### config.mk
export PLATFORM = sky130hd
export DESIGN_NAME = ram_port_arbiter
export DESIGN_NICKNAME = d
export VERILOG_FILES = /design/src/rtl/cpu_pkg.sv /design/src/rtl/rr_fair_counter.sv /design/src/rtl/ram_port_arbiter.sv
export SDC_FILE = /design/constraint.sdc
export NUM_CORES = 1
export LEC_CHECK = 0
export ABC_AREA = 1
export CAP_MARGIN = 10
export CORE_MARGIN = 8
export CORE_UTILIZATION = 30
export CTS_CLUSTER_DIAMETER = 40
export CTS_CLUSTER_SIZE = 20
export DETAILED_ROUTE_END_ITERATION = 8
export PLACE_DENSITY_LB_ADDON = 0.2
export RECOVER_POWER = 50
export SETUP_SLACK_MARGIN = 0.3
export SLEW_MARGIN = 20
export SYNTH_ARGS = -nofsm -noshare
export SYNTH_HDL_FRONTEND = slang
export SYNTH_HIERARCHICAL = 1
export SYNTH_SLANG_ARGS = --single-unit
### constraint.sdc
create_clock -name clk -period 2.4 [get_ports clk]
set_clock_uncertainty 0.1 [all_clocks]
set_input_delay 0.24 -clock clk [delete_from_list [all_inputs] [get_ports clk]]
set_output_delay 0.24 -clock clk [all_outputs]
set_load 0.03 [all_outputs]
### src/rtl/cpu_pkg.sv
// Shared definitions for the data-RAM port arbiter: default bus widths
// and the encoding that tags which requester owns the read in flight.
package cpu_pkg;

    localparam int ADDR_W_DEF = 8;
    localparam int DATA_W_DEF = 8;
    localparam int CNT_W      = 4;   // wide enough for MAX_CONSEC up to 15

    typedef enum logic [1:0] {
        OWN_NONE = 2'd0,
        OWN_A    = 2'd1,
        OWN_B    = 2'd2
    } owner_t;

endpackage

### src/rtl/rr_fair_counter.sv
// Fairness counter: counts consecutive port-A grants while port B waits
// and raises force_b once A has had its MAX_CONSEC turns in a row.
module rr_fair_counter
    import cpu_pkg::*;
#(
    parameter int MAX_CONSEC = 4
) (
    input  logic clk,
    input  logic rst_n,
    input  logic a_gnt,
    input  logic b_gnt,
    input  logic b_req,
    output logic force_b
);

    localparam logic [CNT_W-1:0] MAX_C = CNT_W'(MAX_CONSEC);

    logic [CNT_W-1:0] count_reg;

    // Count A grants that made B wait; any B grant or idle B clears the run.
    always_ff @(posedge clk or negedge rst_n) begin
        if (!rst_n) begin
            count_reg <= '0;
        end else if (!b_req || b_gnt) begin
            count_reg <= '0;
        end else if (a_gnt && (count_reg != MAX_C)) begin
            count_reg <= count_reg + 1'b1;
        end
    end

    assign force_b = (count_reg == MAX_C);

endmodule

### src/rtl/ram_port_arbiter.sv
// Two-port arbiter in front of the single-port data RAM. Port A wins by
// default; the fairness counter hands B a slot after MAX_CONSEC A wins.
// Read data returns one cycle after the grant, steered by an owner tag.
module ram_port_arbiter
    import cpu_pkg::*;
#(
    parameter int ADDR_W     = ADDR_W_DEF,
    parameter int DATA_W     = DATA_W_DEF,
    parameter int MAX_CONSEC = 4
) (
    input  logic              clk,
    input  logic              rst_n,
    input  logic              a_req,
    input  logic              a_we,
    input  logic [ADDR_W-1:0] a_addr,
    input  logic [DATA_W-1:0] a_wdata,
    output logic              a_gnt,
    output logic              a_rvalid,
    output logic [DATA_W-1:0] a_rdata,
    input  logic              b_req,
    input  logic              b_we,
    input  logic [ADDR_W-1:0] b_addr,
    input  logic [DATA_W-1:0] b_wdata,
    output logic              b_gnt,
    output logic              b_rvalid,
    output logic [DATA_W-1:0] b_rdata,
    output logic              ram_we,
    output logic [ADDR_W-1:0] ram_addr,
    output logic [DATA_W-1:0] ram_wdata,
    input  logic [DATA_W-1:0] ram_rdata
);

    logic              force_b;
    logic [ADDR_W-1:0] addr_hold_reg;
    logic [DATA_W-1:0] wdata_hold_reg;
    logic [DATA_W-1:0] a_rdata_reg;
    logic [DATA_W-1:0] b_rdata_reg;
    owner_t            owner_reg;

    rr_fair_counter #(
        .MAX_CONSEC (MAX_CONSEC)
    ) u_fair (
        .clk     (clk),
        .rst_n   (rst_n),
        .a_gnt   (a_gnt),
        .b_gnt   (b_gnt),
        .b_req   (b_req),
        .force_b (force_b)
    );

    // Grant decision: A unless B is owed a turn; nothing while in reset.
    always_comb begin
        a_gnt = 1'b0;
        b_gnt = 1'b0;
        if (rst_n) begin
            if (a_req && !(b_req && force_b)) begin
                a_gnt = 1'b1;
            end else if (b_req) begin
                b_gnt = 1'b1;
            end
        end
    end

    // RAM drive: granted port passes straight through; idle cycles keep the
    // last address/data so the RAM inputs do not toggle.
    always_comb begin
        ram_we    = 1'b0;
        ram_addr  = addr_hold_reg;
        ram_wdata = wdata_hold_reg;
        if (a_gnt) begin
            ram_we    = a_we;
            ram_addr  = a_addr;
            ram_wdata = a_wdata;
        end else if (b_gnt) begin
            ram_we    = b_we;
            ram_addr  = b_addr;
            ram_wdata = b_wdata;
        end
    end

    // Remember the last granted address/data for idle cycles.
    always_ff @(posedge clk or negedge rst_n) begin
        if (!rst_n) begin
            addr_hold_reg  <= '0;
            wdata_hold_reg <= '0;
        end else if (a_gnt || b_gnt) begin
            addr_hold_reg  <= ram_addr;
            wdata_hold_reg <= ram_wdata;
        end
    end

    // Read-return tag FSM: follows the current grant every cycle.
    always_ff @(posedge clk or negedge rst_n) begin
        if (!rst_n) begin
            owner_reg <= OWN_NONE;
        end else begin
            case (1'b1)
                (a_gnt && !a_we): owner_reg <= OWN_A;
                (b_gnt && !b_we): owner_reg <= OWN_B;
                default:          owner_reg <= OWN_NONE;
            endcase
        end
    end

    // Capture returned data so each port's rdata holds after rvalid drops.
    always_ff @(posedge clk or negedge rst_n) begin
        if (!rst_n) begin
            a_rdata_reg <= '0;
            b_rdata_reg <= '0;
        end else begin
            if (owner_reg == OWN_A) a_rdata_reg <= ram_rdata;
            if (owner_reg == OWN_B) b_rdata_reg <= ram_rdata;
        end
    end

    assign a_rvalid = (owner_reg == OWN_A);
    assign b_rvalid = (owner_reg == OWN_B);
    assign a_rdata  = a_rvalid ? ram_rdata : a_rdata_reg;
    assign b_rdata  = b_rvalid ? ram_rdata : b_rdata_reg;

endmodule

==> results by group <==
Power
  – Total power: 2210 uW
  – Leakage power: 0.00178 uW
  – Worst vdd ir: around 0.24 mV
  – PwrDens: 604 nW/um^2

Clock tree
  – Root buf cell: clkbuf_8
  – Clock slew at reported path FFs: 80 ps
  – CTS H-tree lvls: 2
  – CTS Buf Count: 5
  – CTS tree: yes
  – Worst skew pair latency: 280 ps
  – Clock sinks: 38
  – CTS max path bufs: 2

Worst setup path
  – Setup crit end kind: primary output
  – Crit path cell chain: inv_2 > ha_4 > nand2_4 > nor2_4 > nand2_4 > nand2_8 > buf_12 > nand3_4 > nand3_4 > buf_12
  – CP peak stage delay: ~390 ps
  – Required time of the critical path: 2060 ps
  – Worst path arrival time: roughly 1800 ps
  – Worst Path Max Fanout: 8
  – WS Path Type: reg2out
  – R2R depth: 15
  – Crit-path leading delay family: simple AND/OR/NAND/NOR gates
  – Worst path buffer plus inverter count: 3
  – Crit path max-delay cell type: dfrtp_1
  – Nature of the critical path startpoint: flop
  – Critical Path Stages: 10

Yosys
  – Register area share after synthesis: ~47%
  – Synth unique cells: 24
  – Top post-synthesis cells by area: dfrtp_1 47%, nand3_1 12%, nand3_2 9.3%
  – Synthesized area per cell: 9.42 um^2
  – Count leader, synth: nand3_1
  – Synth Net Count: ~270
  – Yosys top cell area share: 46.5%
  – Commonest cells in the netlist: 50 x nand3_1, 38 x dfrtp_1, 28 x nand2_1
  – Mapped Cells: 217
  – Top_reg_cell synth: dfrtp_1
  – Warnings from Yosys: 6
  – Yosys reg bits: 38
  – Cell taking the most area after synthesis: dfrtp_1
  – Ys async rst share: 100%
  – Post-synth EDFFs: 0
  – Mapped Area: 2040 um^2

Placement
  – Port bufs: 82
  – GP Congestion: 0.735
  – HPWL Detailed: around 4100 um

GRT
  – Met1 Use GR: 15.6%
  – All-Layer GR Usage: 13.5%
  – Initial antenna violation count: 0
  – Vias in the first global route: 2249
  – Total grt overflow: 0
  – First-pass GRT wire length: between 10000 and 15000 um
  – Met2 Track Usage GR: 22.2%
  – Met3 usage: 6.13%
  – Largest net degree at the start of global routing: 25
  – Most crowded layer after global routing: met2

Status
  – Outcome: completed

Route
  – DR WL/cell: 15.2 um
  – DRC errors left: 0
  – DR iter-0 viols: 47
  – Via density: 4.86
  – Detail Route Antenna Nets: 0
  – DR vias: between 2k and 2.5k
  – DRT Pass-1 Iters: 4
  – WL final: 6410 um

STA
  – RSZ-0062 raised after global routing: yes
  – Final Hold Viols: 0
  – Max_slew headroom: 15.5%
  – Final Critical Period: 2180 ps
  – Setup tns final: 0 ps
  – Period utilization: 90.8%
  – Worst-Margin Slew: 1270 ps
  – Final max-slew violation count: 0
  – Fmax: 0.459 GHz
  – Final setup fails: 0

Final layout
  – Multi-input logic area: 1200 um^2
  – Antenna Diode Count: 0
  – FF/Latch Area: roughly 950 um^2
  – FILL cells: 587
  – Area Overhead vs Synth: 79.0%
  – Proportion of layout cells with a drive suffix above 1: 39.2%
  – Nets: approximately 390

Die
  – Initial core utilization: 30.6%
  – Die ar.: 9710 um^2
  – Die width: 98.5 um
  – Core area: 6680 um^2
  – I/O pins: 83
  – Die Y: between 90 and 100 um
  – Std-Cell Rows: 30

Hold path
  – Hold crit path type: in2async

Flow run
  – Max cap viols: 0
[through the flow]
stage,instances,worst slack (ps),instance area [um^2],util [%],hold slack (ps)
after CTS,416,204,3610,54.1,120
after global placement,373,230,2890,43.3,67.6
after floorplan,217,366,2040,-,-156
after detailed placement,373,196,2890,43.3,61.0
after global routing,422,80.8,3660,54.7,173
final,422,221,3660,54.7,133
[cell families (layout without fill, tap and decap cells)]
| logic type | Yosys count | in the layout | synth area share [%] |
|---|---|---|---|
| simple gates | 126 | 129 | 36.6 |
| flops | 38 | 38 | 46.5 |
| buf+inv | 32 | 154 | 9.31 |
| compound gates | 18 | 18 | 5.88 |
| fa+ha+maj | 2 | 2 | 1.22 |
| xor+xnor | 1 | 1 | 0.429 |
[path summary, 6_finish.rpt]
path,start,end,slack [ps]
max,u_fair/count_reg[1],ram_wdata[4],220
min,rst_n,wdata_hold_reg[1],130
max reg2reg,u_fair/count_reg[1],addr_hold_reg[0],240
min reg2reg,b_rdata_reg[2],b_rdata_reg[2],370
max in group asynchronous,rst_n,a_rdata_reg[0],950
min in group clk,b_rdata_reg[2],b_rdata_reg[2],370
[cells in the final DEF (no fill, tap or decap), types with 3 or more instances in the layout]
cell,instances
clkbuf_2,3
clkdlybuf4s15_1,3
clkdlybuf4s50_1,43
buf_6,14
buf_4,39
nand2_1,27
o21ai_1,3
nand3_2,25
nand3_4,19
inv_1,15
clkbuf_1,3
nand3_1,28
nand4_1,18
dfrtp_1,38
buf_12,6
o21ai_2,5
clkbuf_8,6
o21ai_0,10
dlygate4sd2_1,11
inv_2,3
nand2_4,3
[report_power, final]
group	internal (uW)	leakage (uW)	switching, uW
registers	731	0.000477	27.0
clock network	443	0.0000714	227
logic	329	0.00123	453
[per-layer routing]
metal	up-vias	wire (um)
met4	0	69
met1	962	2640
met2	75	3110
met5	-	0
met3	10	587
li1	1006	-
[area by class of cell]
cell class              instances  share of cell area, %
inverters                      20                   2.12
repair buffers                126                   32.5
well taps                      80                   2.74
flip-flops and latches         38                   26.0
clock inverters                 2                   1.64
multi-input cells             150                   32.7
clock buffers                   6                   2.26
[what timing repair did]
item / CTS / global route
cloned: 3 / 0
buffers inserted: 31 / 6
resized for setup: 77 / 21
hold buffers: 1 / 0
endpoints found under the setup margin: 41 / 28
endpoints found under the hold margin: 4 / 0
pin swaps: 20 / 3
[worst register-to-register path, delay by kind of cell (launching register included)]
kind | cells | cell delay [ps]
DFF | 1 | 370
buffers and inverters | 9 | 1080
adders and majority gates | 1 | 170
and+or+nand+nor | 5 | 390
Note: power is estimated with default switching activity, not from simulation.
